==> src/rtl/mux4_rr_sampler.sv <==
// mux4_rr_sampler: round-robin arbiter that drives the select of an external
// 4:1 mux, waits one cycle for the mux to settle, captures its output and
// offers the captured sample on a valid/ready interface. The requester whose
// sample was accepted receives a one-cycle ack pulse, and an 8-bit counter
// tracks accepted samples.
module mux4_rr_sampler #(
  parameter logic [1:0] PTR_INIT = 2'd0
) (
  input  logic       clk,
  input  logic       rst_n,
  input  logic [3:0] req,
  input  logic       y_in,
  output logic [1:0] sel,
  output logic [3:0] gnt,
  output logic       out_valid,
  input  logic       out_ready,
  output logic       out_data,
  output logic [1:0] out_ch,
  output logic [3:0] ack,
  output logic [7:0] count
);

  typedef enum logic [1:0] {
    S_IDLE   = 2'd0,
    S_SETTLE = 2'd1,
    S_HOLD   = 2'd2
  } state_t;

  state_t     r_state;
  logic [1:0] r_ptr;
  logic [1:0] r_sel;
  logic [3:0] r_gnt;
  logic       r_out_valid;
  logic       r_out_data;
  logic [1:0] r_out_ch;
  logic [3:0] r_ack;
  logic [7:0] r_count;

  logic [1:0] w_win;
  logic       w_req_any;
  logic       w_accept;

  // Circular priority search: the first set request bit at or after the
  // pointer wins. Scanning offsets from high to low lets the smallest offset
  // overwrite the result last.
  function automatic logic [1:0] f_pick(input logic [3:0] r, input logic [1:0] p);
    logic [1:0] idx;
    f_pick = p;
    for (int k = 3; k >= 0; k--) begin
      idx = p + 2'(k);
      if (r[idx]) f_pick = idx;
    end
  endfunction

  // One-hot decode of a channel index.
  function automatic logic [3:0] f_onehot(input logic [1:0] idx);
    f_onehot = 4'b0001 << idx;
  endfunction

  // Arbitration result and handshake decode.
  always_comb begin
    w_win     = f_pick(req, r_ptr);
    w_req_any = |req;
    w_accept  = (r_state == S_HOLD) && r_out_valid && out_ready;
  end

  // Control FSM with all outputs registered; reset wins over every event.
  always_ff @(posedge clk) begin
    if (!rst_n) begin
      r_state     <= S_IDLE;
      r_ptr       <= PTR_INIT;
      r_sel       <= PTR_INIT;
      r_gnt       <= 4'd0;
      r_out_valid <= 1'b0;
      r_out_data  <= 1'b0;
      r_out_ch    <= 2'd0;
      r_ack       <= 4'd0;
      r_count     <= 8'd0;
    end else begin
      // ack is a single-cycle pulse; only the accept branch raises it.
      r_ack <= 4'd0;
      case (r_state)
        S_IDLE: begin
          if (w_req_any) begin
            r_sel   <= w_win;
            r_gnt   <= f_onehot(w_win);
            r_state <= S_SETTLE;
          end else begin
            r_gnt   <= 4'd0;
          end
        end
        S_SETTLE: begin
          // The mux has had one full cycle to settle on r_sel.
          r_out_data  <= y_in;
          r_out_ch    <= r_sel;
          r_out_valid <= 1'b1;
          r_state     <= S_HOLD;
        end
        S_HOLD: begin
          if (w_accept) begin
            r_out_valid <= 1'b0;
            r_gnt       <= 4'd0;
            r_ack       <= f_onehot(r_out_ch);
            r_ptr       <= r_out_ch + 2'd1;
            r_count     <= r_count + 8'd1;
            r_state     <= S_IDLE;
          end
        end
        default: begin
          r_state     <= S_IDLE;
          r_gnt       <= 4'd0;
          r_out_valid <= 1'b0;
        end
      endcase
    end
  end

  assign sel       = r_sel;
  assign gnt       = r_gnt;
  assign out_valid = r_out_valid;
  assign out_data  = r_out_data;
  assign out_ch    = r_out_ch;
  assign ack       = r_ack;
  assign count     = r_count;

endmodule

==> config.mk <==
export PLATFORM = sky130hd
export DESIGN_NAME = mux4_rr_sampler
export DESIGN_NICKNAME = d
export VERILOG_FILES = /design/src/rtl/mux4_rr_sampler.sv
export SDC_FILE = /design/constraint.sdc
export NUM_CORES = 1
export LEC_CHECK = 0
export BUFFER_PORTS_ARGS = -buffer_cell sky130_fd_sc_hd__buf_2
export CELL_PAD_IN_SITES_DETAIL_PLACEMENT = 0
export CELL_PAD_IN_SITES_GLOBAL_PLACEMENT = 1
export CORE_UTILIZATION = 30
export CTS_CLUSTER_SIZE = 10
export DETAILED_ROUTE_END_ITERATION = 7
export MAX_ROUTING_LAYER = met4
export PLACE_DENSITY = 0.7
export SYNTH_ARGS = -nofsm -noshare
export SYNTH_HDL_FRONTEND = slang
export SYNTH_SLANG_ARGS = --single-unit
==> constraint.sdc <==
create_clock -name clk -period 1.7 [get_ports clk]
set_input_delay 0.085 -clock clk [delete_from_list [all_inputs] [get_ports clk]]
set_output_delay 0.085 -clock clk [all_outputs]
set_load 0.02 [all_outputs]
# Yosys cells after proc, flatten, opt, wreduce, memory -nomap -nowiden
# Index checks and enable logic that the tools add are counted.
# word_totals
out_inout_bits	22
input_bits	8
ram_bits	0
reg_bits	26
mem_bits_ro	0
latch_bits	0
mem_count	0
# op_classes
shifts	2
n_mux	20
order_cmp	4
n_div	0
mul	0
bitwise	2
add_sub_neg	5
eq_ne	4
n_reduce_logical	10
# op_table
cell	n
$lt A2 B3 Y1 const B	4
$mux W2	6
$pmux W4 S3	1
$reduce_and A2 Y1	5
$add A8 B1 Y8 const B	1
$bmux W1 S2	4
$mux W4	2
$shl A1 B2 Y4 const A	2
$pmux W2 S3	1
$mux W1	5
$add A2 B1 Y2 const B	2
$add A2 B2 Y2 const B	2
$ne A2 B2 Y1 const B	2
$reduce_or A4 Y1	1
$pmux W1 S3	1
$reduce_and A3 Y1	1
$eq A2 B1 Y1 const B	1
$eq A2 B2 Y1 const B	1
$logic_and A1 B1 Y1	2
$logic_not A2 Y1	1
$not A1 Y1	2

# Depth between registers and ports, before layout
# Gate-level depths: netlist of the first run.
# depth
ltp_word	10
depth_mapped	5
mapped_depth_nobuf	5

# Worst setup path before layout of the first run
# No wires, ideal clock.
# synth_timing
path_type	register to register
start	register r_ptr[1]
end	register r_gnt[0] (netlist: gnt[0])
setup_ns	0.117
slack_ns	0.256
arrival_time_ns	1.326
path_stages_with_launch	5
cell_sequence	dfxtp_1 > nor3_1 > or4_4 > and2_4 > a32o_1
# synth_between
elab_chain_cells	10
# synth_rtl
element	line	text
from (decl)	30	logic [1:0] r_ptr;
from (signal assigned)	104	r_ptr <= r_out_ch + 2'd1;
$add A2 B2 Y2	50	idx = p + 2'(k);
$bmux W1 S2	51	if (r[idx]) f_pick = idx;
$mux W1 (not written as such)	51	
$mux W2 (3 in a row)	51	
$mux W2 (*)	51	
$shl A1 B2 Y4 (*)	57	f_onehot = 4'b0001 << idx;
$mux W4 (*)	84	if (w_req_any) begin
$pmux W4 S3 (*)	82	case (r_state)
to (signal assigned)	86	r_gnt <= f_onehot(w_win);
to (decl)	32	logic [3:0] r_gnt;
# Mark *: on every way between the ends. The rest lies on a longest branch, timed or not. The select of a mux whose other input is x is not followed.
# A chain may end at the register's enable or synchronous reset.

# Final worst setup path of the first run
# Ends and elaborated chain as after synthesis.

==> results_dict.tcl, run 1 <==
set metrics [dict create \
    grt_pass1_vias 843 \
    end_kind "flop" \
    rr_startpoint "r_ptr[1]$_SDFFE_PN0P_" \
    first_iter_violations 35 \
    synth-seq-cells 26 \
    power.density_mw_per_mm2 852 \
    maxSlewViolCount 0 \
    critPathRequiredTime_ns 1.92 \
    clkLatencyLatePin_ns 0.32 \
    syn_avg_cell_area_um2 9.23 \
    place.gp.congestion 0.779 \
    syn_nets 124 \
    period_share_pct 93.1 \
    fin_skew_ns 0.0188 \
    synth_top_area_cell "dfxtp_1" \
    hold_ws_ns 0.0293 \
    via_count 937 \
    clk_pin_slew_ns 0.15 \
    ff2ff_setup_slack_ns 0.12 \
    crit_arrival_ns 1.80 \
    worstHoldPathCells 3 \
    setup_slack_ns 0.117 \
    rr_worst_depth 4 \
    finalSetupViolCount 0 \
    seq_area_frac_synth_pct 49.1 \
    grt_max_degree 16 \
    timing.rr.end "gnt[0]$_SDFFE_PN0P_" \
    drc_errors 0 \
    hold_viol_final 0 \
    cts_buffers 3 \
    final_nets 159 \
    rows 21 \
    antenna_found_initial 0 \
    dp_slack_ns 0.174 \
    fmax_mhz 632 \
    ir_drop_mv 0.296 \
    wirelength_mm 2.29 \
    grt_pass1_wl_mm 3.77 \
    start_util_pct 31.5 \
    cap_violations 0 \
    wire_per_inst_um 11.8 \
    cts.sinks 26 \
    status "completed" \
    period_needed_ns 1.58 \
    rsz0062_at_grt "false" \
    cts_max_path_buffers 2 \
    p_leak_nw 0.571 \
    drive_gt1_share_pct 26.8 \
    tritoncts "yes" \
    netlist_area_mm2 0.00106 \
    drt-vias-per-instance 4.81 \
    postCtsHoldBufs 1 \
    tightest_slew_ns 0.382 \
    root_buffer "clkbuf_4" \
    yosys-top-cells-area "dfxtp_1 49%, nor2_1 6.0%, xnor2_1 4.1%" \
    antenna_cells 0 \
    start_kind "flop" \
    synthCells 115 \
    hpwl_mm 1.72 \
    grt_usage_pct 13.9 \
    h-tree-depth 1 \
    worstHoldStart "rst_n" \
    synth.distinct_cells 34 \
    hold_end "ack[0]$_SDFF_PP0_" \
    grt_overflow 0 \
    postCtsSetupBuffers 0 \
    first_pass_iters 4 \
    port_buffers 29 \
    dieHeight_um 61.5 \
    layout_common_cells "29 x buf_2, 26 x dfxtp_1, 17 x nor2_1, 10 x nand2_1, 7 x a21oi_1" \
    tns_ns 0 \
    die_area_mm2 0.00378 \
    timing.slew.headroom_pct 74.3 \
    synthToLayoutAreaGrowth_pct 24.1 \
    fp.dieW_um 61.5 \
    yosysWarnings 0 \
    cts_resized 0 \
    critical_path_class "flop to flop" \
    min_path_type "input port to flop" \
    synth.top_cell.area_share_pct 49.1 \
    ioPinCount 30 \
    antenna_left 0 \
    worst-path-max-fanout 8 \
    core_area_mm2 0.00336 \
    final_common_cell "buf_2" \
    power_mw 1.12 \
]
==> flip-flops by register name, summed over array words and instances (netlist names) <==
name / cells
out_data: 1
r_state: 2
r_ptr: 2
count: 8
out_ch: 2
sel: 2
gnt: 4
out_valid: 1
ack: 4
==> worst max-delay path, cell delays in order, from the launching register on <==
cell	delay [ns]
dfxtp_1	0.48
nor3_1	0.09
or4_4	0.50
and2_4	0.16
a32o_1	0.24
==> worst max-delay path by stage <==
stage                          startpoint  cells past startpoint  slack (ns)                  end
floorplan           r_ptr[1]$_SDFFE_PN0P_                      4        0.26  gnt[0]$_SDFFE_PN0P_
finish              r_ptr[1]$_SDFFE_PN0P_                      4        0.12  gnt[0]$_SDFFE_PN0P_
detailed placement  r_ptr[1]$_SDFFE_PN0P_                      4        0.17  gnt[1]$_SDFFE_PN0P_
CTS                 r_ptr[1]$_SDFFE_PN0P_                      4        0.13  gnt[1]$_SDFFE_PN0P_
global placement    r_ptr[1]$_SDFFE_PN0P_                      4        0.21  gnt[0]$_SDFFE_PN0P_
global route        r_ptr[1]$_SDFFE_PN0P_                      4        0.03  gnt[1]$_SDFFE_PN0P_
==> cells in the mapped netlist <==
library cell  count
dfxtp_1          26
nor2_1           17
nand2_1          10
a21oi_1           7
nor3_1            6
xnor2_1           5
a32o_1            4
o21ai_0           4
nand3_1           3
a211oi_1          2
and2b_1           2
inv_1             2
mux2i_1           2
nor2b_1           2
nor4_1            2
o211a_1           2
xor2_1            2
a211o_1           1
a21o_2            1
and2_4            1
and3b_1           1
and4b_1           1
buf_2             1
clkbuf_1          1
clkinv_1          1
ha_1              1
nand4_1           1
nand4b_1          1
nor2b_2           1
o2111ai_1         1
o211ai_1          1
or3_1             1
or3_2             1
or4_4             1
==> final cells by class <==
cell class	count	area [um^2]
well taps	46	57.6
flip-flops and latches	26	520
inverters	3	11.3
multi-input cells	84	520
repair buffers	32	170
clock buffers	4	36.3
fillers	382	2050
==> power by group <==
part           switching (mW)  internal [mW]
clock                   0.183          0.131
combinational          0.0870         0.0634
sequential             0.0238          0.633
total                   0.293          0.828
==> routing by layer <==
| layer | GRT usage (%) | share of wire [%] | up-vias |
|---|---|---|---|
| li1 | - | - | 477 |
| met1 | 17.6 | 51 | 431 |
| met5 | - | 0 | - |
| met3 | 2.52 | 4.8 | 0 |
| met4 | 5.71 | 0 | 0 |
| met2 | 21.9 | 44 | 29 |
==> metrics by stage <==
stage / instance area (um^2) / cells / util (%)
floorplan: 1060 / 115 / -
global placement: 1270 / 190 / 37.8
detailed placement: 1270 / 190 / 37.8
CTS: 1320 / 195 / 39.1
global route: 1320 / 195 / 39.1
finish: 1320 / 195 / 39.1
==> kinds of logic after synthesis <==
kind of cell | Yosys count | share of synthesized area [%]
AOI/OAI and AO/OA | 23 | 15.4
xor gates and xnor gates | 7 | 5.78
adders and majority gates | 1 | 1.18
buffers and inverters | 5 | 1.89
DFF | 26 | 49.1
muxes | 2 | 1.89
and+or+nand+nor | 51 | 24.8
Note: power is estimated with default switching activity, not from simulation.
==> run 2: changes to the inputs <==
Settings changed: HOLD_SLACK_MARGIN set to 0.06.
==> run 2 against run 1 <==
  * Non-clock buffer count increased by 1
  * Critical path type unchanged
  * Hold slack better by 0.069 ns
  * Combinational power about the same
  * Largest cell class unchanged
  * Critical endpoint unchanged
  * Sequential share of layout area decreased by 0.30 points
  * Final cell count rose by 0.51%
==> results_dict.tcl, run 2 (synthesis gave the netlist of run 1 again) <==
set metrics [dict create \
    status "completed" \
    p_leak_nw 0.575 \
    fin_skew_ns 0.0174 \
    period_share_pct 93.0 \
    fp.dieW_um 61.5 \
    dp.cells 190 \
    place.gp.congestion 0.779 \
    rr_startpoint "r_ptr[1]$_SDFFE_PN0P_" \
    fin_cells 196 \
    hpwl_mm 1.72 \
    grt_use_met1_pct 17.6 \
    wire_per_inst_um 11.8 \
    rows 21 \
    period_needed_ns 1.58 \
    drc_errors 0 \
    worst-path-max-fanout 8 \
    antenna_found_initial 0 \
    critical_path_class "flop to flop" \
    top_usage_layer "met2" \
    first_iter_violations 45 \
    critPathRequiredTime_ns 1.92 \
    min_path_type "input port to flop" \
    worstHoldStart "out_ready" \
    h-tree-depth 1 \
    grt_overflow 0 \
    tritoncts "yes" \
    cts_max_path_buffers 2 \
    rr_worst_depth 4 \
    antenna_cells 0 \
    worstHoldPathCells 3 \
    core_area_mm2 0.00336 \
    timing.rr.end "gnt[0]$_SDFFE_PN0P_" \
    antenna_left 0 \
    root_buffer "clkbuf_4" \
    hold_viol_final 0 \
    dieHeight_um 61.5 \
    synthToLayoutAreaGrowth_pct 25.0 \
    start_util_pct 31.5 \
    largest_reg_flops 8 \
    finalSetupViolCount 0 \
    grt_max_degree 16 \
    end_kind "flop" \
    grt_pass1_vias 851 \
    crit_arrival_ns 1.80 \
    start_kind "flop" \
    fmax_mhz 632 \
    power_mw 1.12 \
    grt_usage_pct 14.0 \
    grt_util_met3_pct 2.52 \
    power.density_mw_per_mm2 848 \
    final_nets 160 \
    rsz0062_at_grt "false" \
    ff2ff_setup_slack_ns 0.12 \
    grt_use_met2_pct 22.2 \
    port_buffers 29 \
    timing.slew.headroom_pct 74.3 \
    wirelength_mm 2.31 \
    first_pass_iters 4 \
    cap_violations 0 \
    tightest_slew_ns 0.382 \
    die_area_mm2 0.00378 \
    tns_ns 0 \
    drive_gt1_share_pct 26.7 \
    final_common_cell "buf_2" \
    layout_common_cells "29 x buf_2, 26 x dfxtp_1, 17 x nor2_1, 10 x nand2_1, 7 x a21oi_1" \
    cts.sinks 26 \
    via_count 947 \
    ioPinCount 30 \
    ir_drop_mv 0.296 \
    grt_pass1_wl_mm 3.78 \
    drt-vias-per-instance 4.83 \
    cts_buffers 3 \
    clkLatencyLatePin_ns 0.32 \
    maxSlewViolCount 0 \
    clk_pin_slew_ns 0.15 \
    hold_end "out_valid$_SDFFE_PN0P_" \
]
[run 2: cell types whose count changed in the layout (fill, tap and decap cells not counted)]
cell,delta
dlygate4sd3_1,+1
[run 2: how the worst max path moves through the flow]
stage                                     start             endpoint  cells past startpoint
after floorplan           r_ptr[1]$_SDFFE_PN0P_  gnt[0]$_SDFFE_PN0P_                      4
after global placement    r_ptr[1]$_SDFFE_PN0P_  gnt[0]$_SDFFE_PN0P_                      4
after detailed placement  r_ptr[1]$_SDFFE_PN0P_  gnt[1]$_SDFFE_PN0P_                      4
after CTS                 r_ptr[1]$_SDFFE_PN0P_  gnt[1]$_SDFFE_PN0P_                      4
after global routing      r_ptr[1]$_SDFFE_PN0P_  gnt[1]$_SDFFE_PN0P_                      4
final                     r_ptr[1]$_SDFFE_PN0P_  gnt[0]$_SDFFE_PN0P_                      4
[run 2: timing repair]
action                                 in CTS  in global routing
buffers inserted                            0                  0
gates resized for setup                     0                  0
hold buffers                                2                  0
endpoints found under the hold margin       6                  0
[run 2: area by class of cell]
| type | instances | area (um^2) |
|---|---|---|
| flip-flops and latches | 26 | 520 |
| multi-input cells | 84 | 520 |
| well taps | 46 | 57.6 |
| inverters | 3 | 11.3 |
| repair buffers | 33 | 180 |
| fillers | 382 | 2040 |
| clock buffers | 4 | 36.3 |
[run 2: worst max-delay path, cell delays in order, from the launching register on]
cell and delay (ns):
dfxtp_1 0.48, nor3_1 0.09, or4_4 0.50, and2_4 0.16, a32o_1 0.24
[run 2: through the flow]
step	instance area [um^2]	hold WS (ns)	util [%]	setup slack, ns
4_1_cts	1330	0.0898	39.4	0.127
3_3_place_gp	1270	0.324	37.8	0.213
3_5_place_dp	1270	0.347	37.8	0.174
2_1_floorplan	1060	0.228	-	0.256
5_1_grt	1330	0.0772	39.4	0.0310
6_report	1330	0.0979	39.4	0.118
[run 2: power by group]
part	switching (mW)	leakage [nW]	internal (mW)	total (mW)
registers	0.0236	0.211	0.633	0.657
clock network	0.184	0.0210	0.131	0.315
logic	0.0874	0.344	0.0649	0.152
total	0.295	0.575	0.829	1.12
[run 2: per-layer routing]
| layer | vias up | part of all wire, % |
|---|---|---|
| li1 | 479 | - |
| met1 | 439 | 51 |
| met2 | 29 | 45 |
| met3 | 0 | 4.8 |
| met4 | 0 | 0 |
| met5 | - | 0 |
